--- src/rtl/dot_product_pkg.sv ---
// dot_product_pkg: shared FSM states, default widths and accumulator sizing for the dot-product engine
package dot_product_pkg;
  localparam int DEF_DATA_WIDTH = 32;
  localparam int DEF_ADDR_WIDTH = 5;
  typedef enum logic [1:0] {IDLE, READ, DRAIN, DONE} state_e;
  function automatic int acc_width(input int dw, input int aw);
    return 2 * dw + aw + 1;
  endfunction
endpackage

--- src/rtl/dot_product_mac.sv ---
// dot_mac: registered signed multiply-accumulate
// Ports: clk, rst_n (sync, active-low), clear (zero acc, wins over en),
//        en (add a*b), a/b (signed operands), acc (running sum)
module dot_mac
  import dot_product_pkg::*;
#(
  parameter int DATA_WIDTH = DEF_DATA_WIDTH,
  parameter int ACC_WIDTH  = acc_width(DEF_DATA_WIDTH, DEF_ADDR_WIDTH)
) (
  input  logic                  clk,
  input  logic                  rst_n,
  input  logic                  clear,
  input  logic                  en,
  input  logic [DATA_WIDTH-1:0] a,
  input  logic [DATA_WIDTH-1:0] b,
  output logic [ACC_WIDTH-1:0]  acc
);
  logic signed [2*DATA_WIDTH-1:0] prod;
  logic [ACC_WIDTH-1:0] acc_d, acc_q;
  always_comb begin
    prod  = $signed(a) * $signed(b);
    acc_d = clear ? '0
          : en ? acc_q + {{(ACC_WIDTH-2*DATA_WIDTH){prod[2*DATA_WIDTH-1]}}, prod}
          : acc_q;
  end
  always_ff @(posedge clk) begin
    if (!rst_n) acc_q <= '0;
    else acc_q <= acc_d;
  end
  assign acc = acc_q;
endmodule

--- src/rtl/dot_product_ctrl.sv ---
// dot_product_ctrl: sequences paired A/B memory reads and returns their signed dot product
// Ports: clk, rst_n (sync, active-low); start/base_addr/vec_len request;
//        busy; mem_rd_en/mem_rd_addr shared read port, mem_a_data/mem_b_data one cycle later;
//        result/result_valid/result_ready output handshake
module dot_product_ctrl
  import dot_product_pkg::*;
#(
  parameter int DATA_WIDTH = DEF_DATA_WIDTH,
  parameter int ADDR_WIDTH = DEF_ADDR_WIDTH,
  parameter int ACC_WIDTH  = acc_width(DATA_WIDTH, ADDR_WIDTH)
) (
  input  logic                  clk,
  input  logic                  rst_n,
  input  logic                  start,
  input  logic [ADDR_WIDTH-1:0] base_addr,
  input  logic [ADDR_WIDTH:0]   vec_len,
  output logic                  busy,
  output logic                  mem_rd_en,
  output logic [ADDR_WIDTH-1:0] mem_rd_addr,
  input  logic [DATA_WIDTH-1:0] mem_a_data,
  input  logic [DATA_WIDTH-1:0] mem_b_data,
  output logic [ACC_WIDTH-1:0]  result,
  input  logic                  result_ready,
  output logic                  result_valid
);
  state_e state_q, state_d;
  logic [ADDR_WIDTH:0] len_q, len_d, k_q, k_d;
  logic [ADDR_WIDTH-1:0] addr_q, addr_d;
  logic rd_en_q, rd_en_d, valid_q, valid_d, data_vld_q, clear, last;
  always_comb begin
    state_d = state_q;
    len_d   = len_q;
    k_d     = k_q;
    addr_d  = addr_q;
    rd_en_d = 1'b0;
    valid_d = valid_q;
    clear   = 1'b0;
    last    = k_q == len_q - 1'b1;
    case (state_q)
      IDLE: if (start) begin
        clear   = 1'b1;
        len_d   = vec_len;
        k_d     = '0;
        addr_d  = base_addr;
        rd_en_d = vec_len != '0;
        valid_d = vec_len == '0;
        state_d = vec_len == '0 ? DONE : READ;
      end
      READ: begin
        rd_en_d = !last;
        addr_d  = last ? addr_q : addr_q + 1'b1;
        k_d     = last ? k_q : k_q + 1'b1;
        state_d = last ? DRAIN : READ;
      end
      // the last read's data is summed on this edge, so the accumulator is final next cycle
      DRAIN: begin
        valid_d = 1'b1;
        state_d = DONE;
      end
      DONE: if (result_ready) begin
        valid_d = 1'b0;
        state_d = IDLE;
      end
    endcase
  end
  always_ff @(posedge clk) begin
    if (!rst_n) begin
      state_q    <= IDLE;
      len_q      <= '0;
      k_q        <= '0;
      addr_q     <= '0;
      rd_en_q    <= 1'b0;
      valid_q    <= 1'b0;
      data_vld_q <= 1'b0;
    end else begin
      state_q    <= state_d;
      len_q      <= len_d;
      k_q        <= k_d;
      addr_q     <= addr_d;
      rd_en_q    <= rd_en_d;
      valid_q    <= valid_d;
      data_vld_q <= rd_en_q;
    end
  end
  assign busy         = state_q != IDLE;
  assign mem_rd_en    = rd_en_q;
  assign mem_rd_addr  = addr_q;
  assign result_valid = valid_q;
  // the accumulator doubles as the result register: it is frozen from DRAIN until the next start
  dot_mac #(.DATA_WIDTH(DATA_WIDTH), .ACC_WIDTH(ACC_WIDTH)) u_mac (
    .clk  (clk),
    .rst_n(rst_n),
    .clear(clear),
    .en   (data_vld_q),
    .a    (mem_a_data),
    .b    (mem_b_data),
    .acc  (result)
  );
endmodule

--- config.mk ---
export PLATFORM = sky130hd
export DESIGN_NAME = dot_product_ctrl
export DESIGN_NICKNAME = d
export VERILOG_FILES = /design/src/rtl/dot_product_pkg.sv /design/src/rtl/dot_product_mac.sv /design/src/rtl/dot_product_ctrl.sv
export SDC_FILE = /design/constraint.sdc
export NUM_CORES = 2
export LEC_CHECK = 0
export ABC_AREA = 1
export CORE_ASPECT_RATIO = 2
export CORE_MARGIN = 2
export CORE_UTILIZATION = 55
export CTS_CLUSTER_SIZE = 12
export DETAILED_ROUTE_END_ITERATION = 8
export HOLD_SLACK_MARGIN = 0.05
export MAX_ROUTING_LAYER = met4
export PLACE_DENSITY = 0.73
export SLEW_MARGIN = 10
export SYNTH_ARGS = -nofsm -noshare
export SYNTH_HDL_FRONTEND = slang
export SYNTH_SLANG_ARGS = --single-unit
--- constraint.sdc ---
create_clock -name clk -period 15.5 [get_ports clk]
set_input_delay 2.325 -clock clk [delete_from_list [all_inputs] [get_ports clk]]
set_output_delay 2.325 -clock clk [all_outputs]
set_load 0.1 [all_outputs]
[After elaboration in Yosys (flattened, before gate mapping)]
Cells that the tools add are included.
Operators by class
  add/sub/neg operators: 4
  multiply operators: 1
  shift operators: 0
  div/mod/pow operators: 0
  reductions and logical operators: 12
  magnitude comparators: 0
  mux-type cells: 18
  bitwise operators: 1
  eq/ne operators: 7
Operators with widths (number)
  $add A70 B70 Y70: 1
  $mul A32 B32 Y64: 1
  $mux W6: 2
  $pmux W6 S2: 1
  $mux W5: 2
  $pmux W5 S2: 1
  $mux W2: 4
  $pmux W2 S4: 1
  $add A6 B1 Y6 const B: 1
  $eq A6 B6 Y1: 1
  $logic_not A6 Y1: 1
  $ne A2 B2 Y1 const B: 3
  $reduce_and A3 Y1: 2
  $reduce_bool A6 Y1: 1
  $sub A6 B1 Y6 const B: 1
  $add A5 B1 Y5 const B: 1
  $mux W1: 5
  $eq A2 B2 Y1 const B: 2
  $reduce_and A2 Y1: 2
  $reduce_bool A2 Y1: 2
  $pmux W1 S3: 1
  $reduce_bool A3 Y1: 1
  $eq A2 B1 Y1 const B: 1
  $logic_not A2 Y1: 1
  4 further kinds: 4
Word-level totals
  ROM bits: 0
  memory bits (writable): 0
  bits in registers: 92
  memories kept: 0
  latch bits: 0
  bits of input ports: 79
  logic and storage cells: 51

[Longest topological paths before layout]
  depth after elaboration: 4
  gate-level depth with buffers: 47
  depth with buffers taken out: 46

[Hierarchy]
Synthesis repeated with hierarchy kept, for this count alone.
Unflattened totals
  cells, all modules: 6192
  area total of the unflattened synthesis: 46728.6 µm²
Modules (own cells, without submodules)
  dot_mac: times used 1, cells each 5990, sequential area each 1401.3 µm², area each 45416.1 µm²
  dot_product_ctrl: times used 1, cells each 202, sequential area each 440.4 µm², area each 1312.5 µm²

[Worst setup path after synthesis]
OpenSTA, ideal clock, no wires.
  path kind: input -> register
  start point: input mem_a_data[31]
  end point: register u_mac.acc_q[69], in the netlist u_mac.acc[69]
  arrival time: 10649 ps
  setup slack: 4741 ps
  stages on the path: 37
  library setup time: 110 ps
  buffers on the path: 1
  cell sequence: clkbuf_1 nand2_1 inv_1 fa_1 fa_1 fa_1 fa_1 inv_1 fa_1 inv_1 fa_1 inv_1 fa_1 inv_1 fa_1 ha_1 a21oi_1 inv_1 a31oi_1 o21ai_0 a221oi_1 nand3_1 xor2_1 ha_1 nand2_1 nor2_1 nand2_1 nor2_1 nand2_1 inv_1 nand4_1 nand3_1 inv_1 nand3_1 nand4_1 nand2_1 nor2_1
Between the ends
  word-level cells in the longest chain between the ends: 2
Ends and longest elaborated chain
  start, declared: line dot_product_ctrl.sv:20  | input logic [DATA_WIDTH-1:0] mem_a_data,
  $mul A32 B32 Y64: line dot_product_mac.sv:21  | prod = $signed(a) * $signed(b);
  $add A70 B70 Y70: line dot_product_mac.sv:23  | : en ? acc_q + {{(ACC_WIDTH-2*DATA_WIDTH){prod[2*DATA_WIDTH-1]}}, prod}
  end signal, assigned: line dot_product_mac.sv:27  | if (!rst_n) acc_q <= '0;
  end signal, assigned: line dot_product_mac.sv:28  | else acc_q <= acc_d;
  end, declared: line dot_product_mac.sv:19  | logic [ACC_WIDTH-1:0] acc_d, acc_q;
No other way between the ends.
A chain may end at the register's enable or synchronous reset.

[Final worst setup path]
  start point: input mem_b_data[5]
  end point: register u_mac.acc_q[69], in the netlist u_mac.acc[69]
Between the ends
  word-level cells in the longest chain between the ends: 2
Ends and longest elaborated chain
  start, declared: line dot_product_ctrl.sv:21  | input logic [DATA_WIDTH-1:0] mem_b_data,
  $mul A32 B32 Y64: line dot_product_mac.sv:21
  $add A70 B70 Y70: line dot_product_mac.sv:23
No other way between the ends.

==> summary.md <==
| Metric | Value |
|---|---|
| Outcome | `finished clean` |
| Starting density of the core | `55.3%` |
| CTS Hold Buffers Added | `0` |
| DRT Wirelength | `142 mm` |
| Final period util | `81.0%` |
| Crit path max-delay cell type | `fa_1` |
| Die Wd | `210 um` |
| Tmin final | `12.56 ns` |
| Final Net Count | `7627` |
| Setup Skew | `0.0167 ns` |
| Most used DFF post-synth | `dfxtp_1` |
| Placer Congestion | `1.03` |
| Critical Path Max Stage Delay | `1.04 ns` |
| WS Path Type | `primary input to flip-flop` |
| Vias per cell | `5.39` |
| Synth area leaders | `fa_1 (47%), inv_1 (14%), nand2_1 (12%), ha_1 (6.9%), dfxtp_1 (4.0%)` |
| Area growth, synth to finish | `6.16%` |
| Largest net degree at the start of global routing | `81` |
| Ports | `157` |
| Non-filler cells, final | `7287` |
| Asr flop ratio synth | `0%` |
| H-tree Lvls | `3` |
| Max-cap violation count | `0` |
| Placement row count | `151` |
| Wirelength per Cell | `19.6 um` |
| Final Hold Viols | `0` |
| Number of port buffers | `156` |
| Max Freq | `0.0796 GHz` |
| Postcts setup bufs | `0` |
| CP Max Fanout | `32` |
| Die ar. | `87200 um^2` |
| Num Clock Sinks | `92` |
| CTS tree | `yes` |
| Setup_tns | `0 ns` |
| Cell Area, Synth | `46600 um^2` |
| Synth cell types | `53` |
| Slew Limit Fails | `0` |
| Slew HR | `24.6%` |
| Die Y | `416 um` |
| Worst Tran Pin Value | `1.13 ns` |
| Resized Gates After CTS | `0` |
| Setup violators final | `0` |
| Top cell type's share of synthesized area | `46.5%` |
| Vias in the first global route | `42700` |
| Clock latency on the worst-skew pair | `0.37 ns` |
| Commonest non-fill, non-tap cell in the layout | `inv_1` |
| Syn Inst Count | `6193` |
| DRC | `0` |
| RSZ-0062 raised after global routing | `false` |
| Crit path required time | `15.81 ns` |
| Synth Net Count | `7612` |
| Clock slew at reported path FFs | `0.08 ns` |
| Via count | `39300` |
| Core Region | `84300 um^2` |
| CTS root buf | `clkbuf_16` |
| First-pass GRT wire length | `232 mm` |
| Post-synthesis register bit count | `92` |
| Yosys warnings | `0` |
| Post-synth EDFFs | `0` |
| Pre-Repair DR Iteration Count | `6` |
| Initial drt markers | `2919` |
| Share of layout cells above drive strength 1 | `2.82%` |
| Most frequent cells in the layout | `inv_1 (1771), nand2_1 (1516), fa_1 (1083), nor2_1 (425), ha_1 (257)` |
| HP Class | `flip-flop to flip-flop` |
| DRT antenna net count | `0` |
| Initial antenna violation count | `3` |
| Kind of end point of the critical path | `flip-flop` |
| Total global routing overflow | `0` |
| Critical Path Source Type | `primary input` |
| CTS max path bufs | `2` |
| Num CTS Buffers | `9` |
| GRT Total Usage | `35.2%` |
| Area leader, netlist | `fa_1` |
| Post-synthesis sequential area ratio | `3.95%` |
| Post-Syn Area per Cell | `7.52 um^2` |
| Dpl hpwl | `123 mm` |
| WP data arrival | `12.87 ns` |
| Placed cells | `7268` |
[final timing paths]
| path | slack, ns | end | start | cells after the start |
|---|---|---|---|---|
| min reg2reg | 0.45 | data_vld_q$_SDFF_PN0_ | mem_rd_en$_SDFF_PN0_ | 2 |
| min | 0.45 | data_vld_q$_SDFF_PN0_ | mem_rd_en$_SDFF_PN0_ | 2 |
| max | 2.94 | u_mac.acc[69]$_SDFFE_PP0P_ | mem_b_data[5] | 38 |
| max reg2reg | 12.51 | u_mac.acc[61]$_SDFFE_PP0P_ | u_mac.acc[19]$_SDFFE_PP0P_ | 12 |
[metrics by stage]
stage	worst slack (ns)	util (%)	cell area (um^2)	hold WS, ns
after CTS	2.94	58.7	49400	0.456
after floorplan	4.74	-	46600	0.452
final	2.94	58.7	49500	0.450
after global placement	2.55	58.3	49100	0.439
after detailed placement	2.54	58.3	49100	0.442
after global routing	2.19	58.7	49500	0.498
[worst max-delay path, delay by kind of cell]
kind / cells / cell delay (ns)
AND/OR/NAND/NOR: 17 / 2.68
buffers and inverters: 10 / 1.88
adder cells (fa/ha/maj): 10 / 5.77
XOR/XNOR: 1 / 0.15
[layout make-up]
class                           instances  area (um^2)
Antenna cell                            3         7.51
Clock buffer                           10          239
Clock inverter                          6         75.1
Fill cell                            7793        34800
Inverter                             1785         6700
Multi-Input combinational cell       4099        37200
Sequential cell                        92         1850
Tap cell                             1071         1340
Timing Repair Buffer                  221         2030
[sequential cells by signal (all words and copies together), names as in the netlist]
register,cells
data_vld_q,1
k_q,6
len_q,6
mem_rd_addr,5
mem_rd_en,1
result_valid,1
state_q,2
u_mac.acc,70
[cells in the mapped netlist (10+ instances only)]
master    number
a21o_1        19
a21oi_1      188
a31oi_1       17
clkbuf_1     211
dfxtp_1       92
fa_1        1083
ha_1         257
inv_1       1771
inv_2         12
nand2_1     1516
nand2_2       22
nand3_1      131
nand4_1       24
nor2_1       425
nor2_2        10
nor3_1        26
o21a_1        12
o21ai_0      142
o21ai_1       11
o21bai_1      25
or2_2         10
xnor2_1       28
xor2_1        75
[kinds of logic after synthesis]
family | count (synthesis) | synth area share [%]
AO/OA/AOI/OAI | 464 | 5.78
XOR/XNOR | 103 | 1.94
adder cells (fa/ha/maj) | 1340 | 53.4
buffers and inverters | 2002 | 16.2
flip-flops | 92 | 3.95
AND/OR/NAND/NOR | 2192 | 18.7
[layer usage]
layer / share of wire [%] / wire (um) / vias to the layer above / global-route usage [%]
met5: 0 / 0 / - / -
met4: 5.4 / 7760 / 0 / 14.8
met3: 5.5 / 7810 / 428 / 3.21
met2: 51 / 73400 / 1536 / 60.9
met1: 38 / 53500 / 19600 / 42.0
li1: - / - / 17700 / -
Power is left out: the tool's default activity adds up to more than one toggle a clock period on the data nets, which glitch-free logic cannot reach.
